### src/rtl/wb_mem_arbiter_if.sv
// Bus bundle between the two Wishbone masters (I fetch, D data), the arbiter and the memory port.
// The arbiter uses the slave modport; the master modport is the environment's view of it.
interface wb_mem_arbiter_if #(
    parameter int AW = 16,
    parameter int DW = 32
);
    logic          i_cyc_i;
    logic          i_stb_i;
    logic [AW-1:0] i_adr_i;
    logic [DW-1:0] i_dat_o;
    logic          i_ack_o;
    logic          i_err_o;

    logic          d_cyc_i;
    logic          d_stb_i;
    logic          d_we_i;
    logic [AW-1:0] d_adr_i;
    logic [DW-1:0] d_dat_i;
    logic [DW-1:0] d_dat_o;
    logic          d_ack_o;
    logic          d_err_o;

    logic          s_cyc_o;
    logic          s_stb_o;
    logic          s_we_o;
    logic [AW-1:0] s_adr_o;
    logic [DW-1:0] s_dat_o;
    logic [DW-1:0] s_dat_i;
    logic          s_ack_i;

    logic [1:0]    gnt_o;

    modport slave (
        input  i_cyc_i, i_stb_i, i_adr_i,
        output i_dat_o, i_ack_o, i_err_o,
        input  d_cyc_i, d_stb_i, d_we_i, d_adr_i, d_dat_i,
        output d_dat_o, d_ack_o, d_err_o,
        output s_cyc_o, s_stb_o, s_we_o, s_adr_o, s_dat_o,
        input  s_dat_i, s_ack_i,
        output gnt_o
    );

    modport master (
        output i_cyc_i, i_stb_i, i_adr_i,
        input  i_dat_o, i_ack_o, i_err_o,
        output d_cyc_i, d_stb_i, d_we_i, d_adr_i, d_dat_i,
        input  d_dat_o, d_ack_o, d_err_o,
        input  s_cyc_o, s_stb_o, s_we_o, s_adr_o, s_dat_o,
        output s_dat_i, s_ack_i,
        input  gnt_o
    );
endinterface

### src/rtl/wb_mem_arbiter.sv
// Two-master Wishbone arbiter (I fetch / D data) onto one memory port, burst-held round-robin grant.
// Define WB_TIMEOUT_EN to abort transfers whose slave fails to ack within TIMEOUT_CYC strobe cycles.
module wb_mem_arbiter #(
    parameter int AW          = 16,
    parameter int DW          = 32,
    parameter int TIMEOUT_CYC = 15
) (
    input  logic              clk,
    input  logic              rst,
    wb_mem_arbiter_if.slave   bus
);

`ifdef WB_TIMEOUT_EN
    typedef enum logic [1:0] {IDLE, GNT_I, GNT_D, ABORT} state_t;
`else
    typedef enum logic [1:0] {IDLE, GNT_I, GNT_D} state_t;
`endif

    state_t state_q, state_d;
    logic   timeout_hit;

    always_ff @(posedge clk) begin
        if (rst) begin
            state_q <= IDLE;
        end else begin
            state_q <= state_d;
        end
    end

    // Next state: D wins ties from IDLE; on release the other master is taken with no idle gap.
    always_comb begin
        state_d = state_q;
        case (state_q)
            IDLE: begin
                if (bus.d_cyc_i) begin
                    state_d = GNT_D;
                end else if (bus.i_cyc_i) begin
                    state_d = GNT_I;
                end
            end
            GNT_I: begin
`ifdef WB_TIMEOUT_EN
                if (timeout_hit) begin
                    state_d = ABORT;
                end else
`endif
                if (!bus.i_cyc_i) begin
                    state_d = bus.d_cyc_i ? GNT_D : IDLE;
                end
            end
            GNT_D: begin
`ifdef WB_TIMEOUT_EN
                if (timeout_hit) begin
                    state_d = ABORT;
                end else
`endif
                if (!bus.d_cyc_i) begin
                    state_d = bus.i_cyc_i ? GNT_I : IDLE;
                end
            end
            default: state_d = IDLE;
        endcase
    end

    // Outputs are a pure function of the state and the holder's inputs.
    always_comb begin
        bus.s_cyc_o = 1'b0;
        bus.s_stb_o = 1'b0;
        bus.s_we_o  = 1'b0;
        bus.s_adr_o = '0;
        bus.s_dat_o = '0;
        bus.i_ack_o = 1'b0;
        bus.d_ack_o = 1'b0;
        bus.i_err_o = 1'b0;
        bus.d_err_o = 1'b0;
        bus.gnt_o   = 2'b00;
        case (state_q)
            GNT_I: begin
                bus.gnt_o   = 2'b01;
                bus.s_cyc_o = bus.i_cyc_i;
                bus.s_stb_o = bus.i_stb_i;
                bus.s_adr_o = bus.i_adr_i;
                bus.i_ack_o = bus.s_ack_i & bus.i_stb_i;
                bus.i_err_o = timeout_hit;
            end
            GNT_D: begin
                bus.gnt_o   = 2'b10;
                bus.s_cyc_o = bus.d_cyc_i;
                bus.s_stb_o = bus.d_stb_i;
                bus.s_we_o  = bus.d_we_i;
                bus.s_adr_o = bus.d_adr_i;
                bus.s_dat_o = bus.d_dat_i;
                bus.d_ack_o = bus.s_ack_i & bus.d_stb_i;
                bus.d_err_o = timeout_hit;
            end
            default: ;
        endcase
    end

    assign bus.i_dat_o = bus.s_dat_i;
    assign bus.d_dat_o = bus.s_dat_i;

`ifdef WB_TIMEOUT_EN
    localparam int CNT_W = $clog2(TIMEOUT_CYC + 1);

    logic [CNT_W-1:0] cnt_q, cnt_d;
    logic             granted;

    assign granted     = (state_q == GNT_I) || (state_q == GNT_D);
    assign timeout_hit = granted && (cnt_q == CNT_W'(TIMEOUT_CYC));

    // Counts consecutive unanswered strobe cycles of the current holder.
    always_comb begin
        cnt_d = cnt_q;
        if (!granted || (state_d != state_q) || bus.s_ack_i) begin
            cnt_d = '0;
        end else if (bus.s_stb_o) begin
            cnt_d = cnt_q + 1'b1;
        end
    end

    always_ff @(posedge clk) begin
        if (rst) begin
            cnt_q <= '0;
        end else begin
            cnt_q <= cnt_d;
        end
    end
`else
    logic [31:0] unused_timeout_cyc;

    assign unused_timeout_cyc = 32'(TIMEOUT_CYC);
    assign timeout_hit        = 1'b0;
`endif

endmodule

### src/flat_wrapper.sv
// flat-port wrapper written by rule: the top's interface ports become plain ports
module wb_mem_arbiter_flat 
#(
    parameter int AW          = 16,
    parameter int DW          = 32,
    parameter int TIMEOUT_CYC = 15
)
  (clk, rst, bus_i_cyc_i, bus_i_stb_i, bus_i_adr_i, bus_i_dat_o, bus_i_ack_o, bus_i_err_o, bus_d_cyc_i, bus_d_stb_i, bus_d_we_i, bus_d_adr_i, bus_d_dat_i, bus_d_dat_o, bus_d_ack_o, bus_d_err_o, bus_s_cyc_o, bus_s_stb_o, bus_s_we_o, bus_s_adr_o, bus_s_dat_o, bus_s_dat_i, bus_s_ack_i, bus_gnt_o);
  wb_mem_arbiter_if #(.AW(AW), .DW(DW)) bus_i ();
  input  logic clk;
  input  logic rst;
  input wire logic [$bits(bus_i.i_cyc_i)-1:0] bus_i_cyc_i;
  input wire logic [$bits(bus_i.i_stb_i)-1:0] bus_i_stb_i;
  input wire logic [$bits(bus_i.i_adr_i)-1:0] bus_i_adr_i;
  output wire logic [$bits(bus_i.i_dat_o)-1:0] bus_i_dat_o;
  output wire logic [$bits(bus_i.i_ack_o)-1:0] bus_i_ack_o;
  output wire logic [$bits(bus_i.i_err_o)-1:0] bus_i_err_o;
  input wire logic [$bits(bus_i.d_cyc_i)-1:0] bus_d_cyc_i;
  input wire logic [$bits(bus_i.d_stb_i)-1:0] bus_d_stb_i;
  input wire logic [$bits(bus_i.d_we_i)-1:0] bus_d_we_i;
  input wire logic [$bits(bus_i.d_adr_i)-1:0] bus_d_adr_i;
  input wire logic [$bits(bus_i.d_dat_i)-1:0] bus_d_dat_i;
  output wire logic [$bits(bus_i.d_dat_o)-1:0] bus_d_dat_o;
  output wire logic [$bits(bus_i.d_ack_o)-1:0] bus_d_ack_o;
  output wire logic [$bits(bus_i.d_err_o)-1:0] bus_d_err_o;
  output wire logic [$bits(bus_i.s_cyc_o)-1:0] bus_s_cyc_o;
  output wire logic [$bits(bus_i.s_stb_o)-1:0] bus_s_stb_o;
  output wire logic [$bits(bus_i.s_we_o)-1:0] bus_s_we_o;
  output wire logic [$bits(bus_i.s_adr_o)-1:0] bus_s_adr_o;
  output wire logic [$bits(bus_i.s_dat_o)-1:0] bus_s_dat_o;
  input wire logic [$bits(bus_i.s_dat_i)-1:0] bus_s_dat_i;
  input wire logic [$bits(bus_i.s_ack_i)-1:0] bus_s_ack_i;
  output wire logic [$bits(bus_i.gnt_o)-1:0] bus_gnt_o;
  assign bus_i.i_cyc_i = bus_i_cyc_i;
  assign bus_i.i_stb_i = bus_i_stb_i;
  assign bus_i.i_adr_i = bus_i_adr_i;
  assign bus_i_dat_o = bus_i.i_dat_o;
  assign bus_i_ack_o = bus_i.i_ack_o;
  assign bus_i_err_o = bus_i.i_err_o;
  assign bus_i.d_cyc_i = bus_d_cyc_i;
  assign bus_i.d_stb_i = bus_d_stb_i;
  assign bus_i.d_we_i = bus_d_we_i;
  assign bus_i.d_adr_i = bus_d_adr_i;
  assign bus_i.d_dat_i = bus_d_dat_i;
  assign bus_d_dat_o = bus_i.d_dat_o;
  assign bus_d_ack_o = bus_i.d_ack_o;
  assign bus_d_err_o = bus_i.d_err_o;
  assign bus_s_cyc_o = bus_i.s_cyc_o;
  assign bus_s_stb_o = bus_i.s_stb_o;
  assign bus_s_we_o = bus_i.s_we_o;
  assign bus_s_adr_o = bus_i.s_adr_o;
  assign bus_s_dat_o = bus_i.s_dat_o;
  assign bus_i.s_dat_i = bus_s_dat_i;
  assign bus_i.s_ack_i = bus_s_ack_i;
  assign bus_gnt_o = bus_i.gnt_o;
  wb_mem_arbiter #(.AW(AW), .DW(DW), .TIMEOUT_CYC(TIMEOUT_CYC)) u_core (.clk(clk), .rst(rst), .bus(bus_i));
endmodule
### config.mk
export PLATFORM = sky130hd
export DESIGN_NAME = wb_mem_arbiter_flat
export DESIGN_NICKNAME = d
export VERILOG_FILES = /design/src/rtl/wb_mem_arbiter_if.sv /design/src/rtl/wb_mem_arbiter.sv /design/src/flat_wrapper.sv
export SDC_FILE = /design/constraint.sdc
export NUM_CORES = 1
export LEC_CHECK = 0
export CORE_AREA = 2 2 87 89
export DETAILED_ROUTE_END_ITERATION = 10
export DIE_AREA = 0 0 89 91
export PLACE_DENSITY = 0.7
export SETUP_SLACK_MARGIN = 0.3
export SLEW_MARGIN = 0
export SYNTH_ARGS = -nofsm -noshare
export SYNTH_HDL_FRONTEND = slang
export SYNTH_SLANG_ARGS = --single-unit
### constraint.sdc
create_clock -name clk -period 4.5 [get_ports clk]
set_clock_uncertainty 0.1 [all_clocks]
set_input_delay 0.9 -clock clk [delete_from_list [all_inputs] [get_ports clk]]
set_output_delay 0.9 -clock clk [all_outputs]
set_load 0.03 [all_outputs]
==> results_dict.tcl <==
set metrics [dict create \
    p_int_uw 227 \
    cap_violations 0 \
    min_period_over_period_pct 77.0 \
    dp_hpwl_mm 3.74 \
    power_uw 394 \
    synth_warnings 0 \
    rsz0062_at_grt "false" \
    worstHoldPathType "reg2reg" \
    final_nets 334 \
    io_buffers 126 \
    die_x_um 89 \
    drc 0 \
    insertedDiodeCount 0 \
    total_leakage_power_uw 0.000739 \
    p_switching_uw 166 \
    first_iter_violations 17 \
    worst_ep_arrival_time_ns 2.47 \
    synth.yosys.seq_area_share_pct 3.34 \
    pwr-share-seq_pct 5.8 \
    first_global_vias 1300 \
    grt_pass1_wl_mm 6.60 \
    grt_antenna_before_repair 0 \
    r2r_start "u_core.state_q[0]$_SDFFE_PP0P_" \
    worst-slew-pin-transition_ns 0.838 \
    placed_cells 318 \
    syn_inst 166 \
    max_freq_mhz 288 \
    cts_root_buf "clkbuf_8" \
    grt_max_degree 36 \
    setup-tns-final_ns 0 \
    grt_overflow 0 \
    gp_congestion 0.680 \
    startpoint_type "register" \
    swShare_pct 42.2 \
    postCtsSetupBuffers 0 \
    timing.rr.end "u_core.state_q[1]$_SDFFE_PP0P_" \
    largest_reg_flops 2 \
    min_path_cells 2 \
    ctsResizeCount 0 \
    layout-drive-gt1-share_pct 1.80 \
    hold_path_end "u_core.state_q[1]$_SDFFE_PP0P_" \
    regToRegSetupSlack_ns 2.35 \
    hold_violations 0 \
    die_h_um 91 \
    initial_core_util_pct 16.8 \
    ant_nets 0 \
    pin_count 225 \
    ir_drop_uv 44.4 \
    status "finished clean" \
    drt-total-wl_mm 4.70 \
    clk_latency_ns 0.21 \
    syn2layout_area_growth_pct 74.8 \
    largest_registers "u_core.state_q: 2 flops" \
    syn_avg_cell_area_um2 7.21 \
    crit_fanout 35 \
    fp-row-count 31 \
    ff2ff_path_depth 5 \
    slew_headroom_pct 44.2 \
    critPathKind "reg2out" \
    ys_ff_latch 2 \
    timing.hold.ws_ns 0.452 \
    synth_cell_type_count 20 \
    core-area_mm2 0.00714 \
    cts_buffer_depth 2 \
    fp.dieArea_mm2 0.00810 \
    critical_path.endpoint_type "output port" \
    drt-pass1-iter-count 4 \
    cts_made_buffers 3 \
    powerDensity_mw_per_mm2 188 \
    wl_per_cell_um 14.6 \
    drt-vias-per-instance 3.86 \
    syn_area_mm2 0.00120 \
    cts_tree "built" \
    instances_no_fill 321 \
    final.min_clock_period_ns 3.47 \
    maxSlewViolCount 0 \
    setup_viol 0 \
    largest_register "u_core.state_q" \
    power_frac_clock_pct 18.5 \
    clkTransAtPathRegs_ns 0.03 \
    grtUsageTotal_pct 10.6 \
    holdCritStartpoint "u_core.state_q[1]$_SDFFE_PP0P_" \
    cts_sinks 2 \
    cts_max_level 1 \
    comb_power_share_pct 75.7 \
    cts_hold_buffers 0 \
    vias 1240 \
    crit_required_ns 3.50 \
]
-- cell families after synthesis --
group | after synthesis | synth area share (%)
fa+ha+maj | 6 | 6.27
simple gates | 58 | 30.4
other cells | 1 | 0.313
buf+inv | 77 | 45.6
compound gates | 21 | 13.3
mux | 1 | 0.836
flops | 2 | 3.34
-- layout make-up --
cell class                      count  area (um^2)
Clock buffer                        3         41.3
Fill cell                         770         5040
Inverter                            3         11.3
Multi-Input combinational cell     88          616
Sequential cell                     2         40.0
Tap cell                           99          124
Timing Repair Buffer              126         1260
-- stage by stage --
| step | cell area, um^2 | setup WS [ns] | util [%] |
|---|---|---|---|
| 6_report | 2090 | 1.03 | 29.3 |
| 5_1_grt | 2090 | 0.725 | 29.3 |
| 4_1_cts | 2090 | 0.928 | 29.3 |
| 3_5_place_dp | 2050 | 1.08 | 28.8 |
| 3_3_place_gp | 2050 | 1.11 | 28.8 |
| 2_1_floorplan | 1200 | 1.67 | - |
-- worst max-delay path, stage by stage (launching register included) --
cell	delay, ns
dfxtp_1	0.33
inv_1	0.13
ha_1	0.72
a22oi_1	0.22
nor2b_1	0.16
clkdlybuf4s50_1	0.69
-- synth_stat cells --
master	instances	area [um^2]
buf_2	1	5.00
clkbuf_1	6	22.5
conb_1	1	3.75
o31ai_1	1	7.51
buf_4	66	495
a22oi_1	18	135
a21boi_0	1	7.51
or4b_1	1	10.0
and2_1	33	206
inv_1	3	11.3
o2111ai_1	1	8.76
mux2i_1	1	10.0
buf_6	1	11.3
nand2b_1	1	6.26
nor2_2	1	6.26
and3_1	2	12.5
ha_1	6	75.1
dfxtp_1	2	40.0
nor2_1	1	3.75
nor2b_1	19	119
-- power groups by stage --
stage	Combinational (uW)	Clock (uW)	Sequential, uW
final	298	72.8	23.0
after global routing	318	77.0	23.5
after CTS	304	76.8	23.1
after detailed placement	301	0	23.0
after global placement	302	0	22.9
after floorplan	263	0	22.4
-- how the worst max path moves through the flow --
stage	cells past startpoint	start	slack, ns	endpoint
2_1_floorplan	6	u_core.state_q[0]$_SDFFE_PP0P_	1.67	bus_s_adr_o[10]
3_3_place_gp	4	bus_i_cyc_i	1.11	bus_s_cyc_o
3_5_place_dp	4	bus_i_cyc_i	1.08	bus_s_cyc_o
4_1_cts	5	u_core.state_q[0]$_SDFFE_PP0P_	0.93	bus_s_cyc_o
5_1_grt	5	u_core.state_q[0]$_SDFFE_PP0P_	0.73	bus_s_cyc_o
6_report	5	u_core.state_q[0]$_SDFFE_PP0P_	1.03	bus_s_cyc_o
-- cell usage in the layout (no fill, tap or decap) --
master           instances
clkdlybuf4s50_1        126
and2_1                  33
o31ai_1                  1
and3_1                   2
ha_1                     6
mux2i_1                  1
or4b_1                   1
nor2_1                   1
nor2b_1                 19
a21boi_0                 1
clkbuf_8                 3
dfxtp_1                  2
a22oi_1                 18
o2111ai_1                1
conb_1                   2
nand2b_1                 1
inv_1                    3
nor2_2                   1
-- layer usage --
| layer | vias up | GRT usage (%) | wire, um |
|---|---|---|---|
| met5 | - | 0 | 0 |
| met4 | 0 | 5.35 | 144 |
| met3 | 23 | 3.36 | 659 |
| met2 | 117 | 18.7 | 2260 |
| met1 | 517 | 10.9 | 1640 |
| li1 | 583 | - | - |
Note: power is estimated with default switching activity, not from simulation.
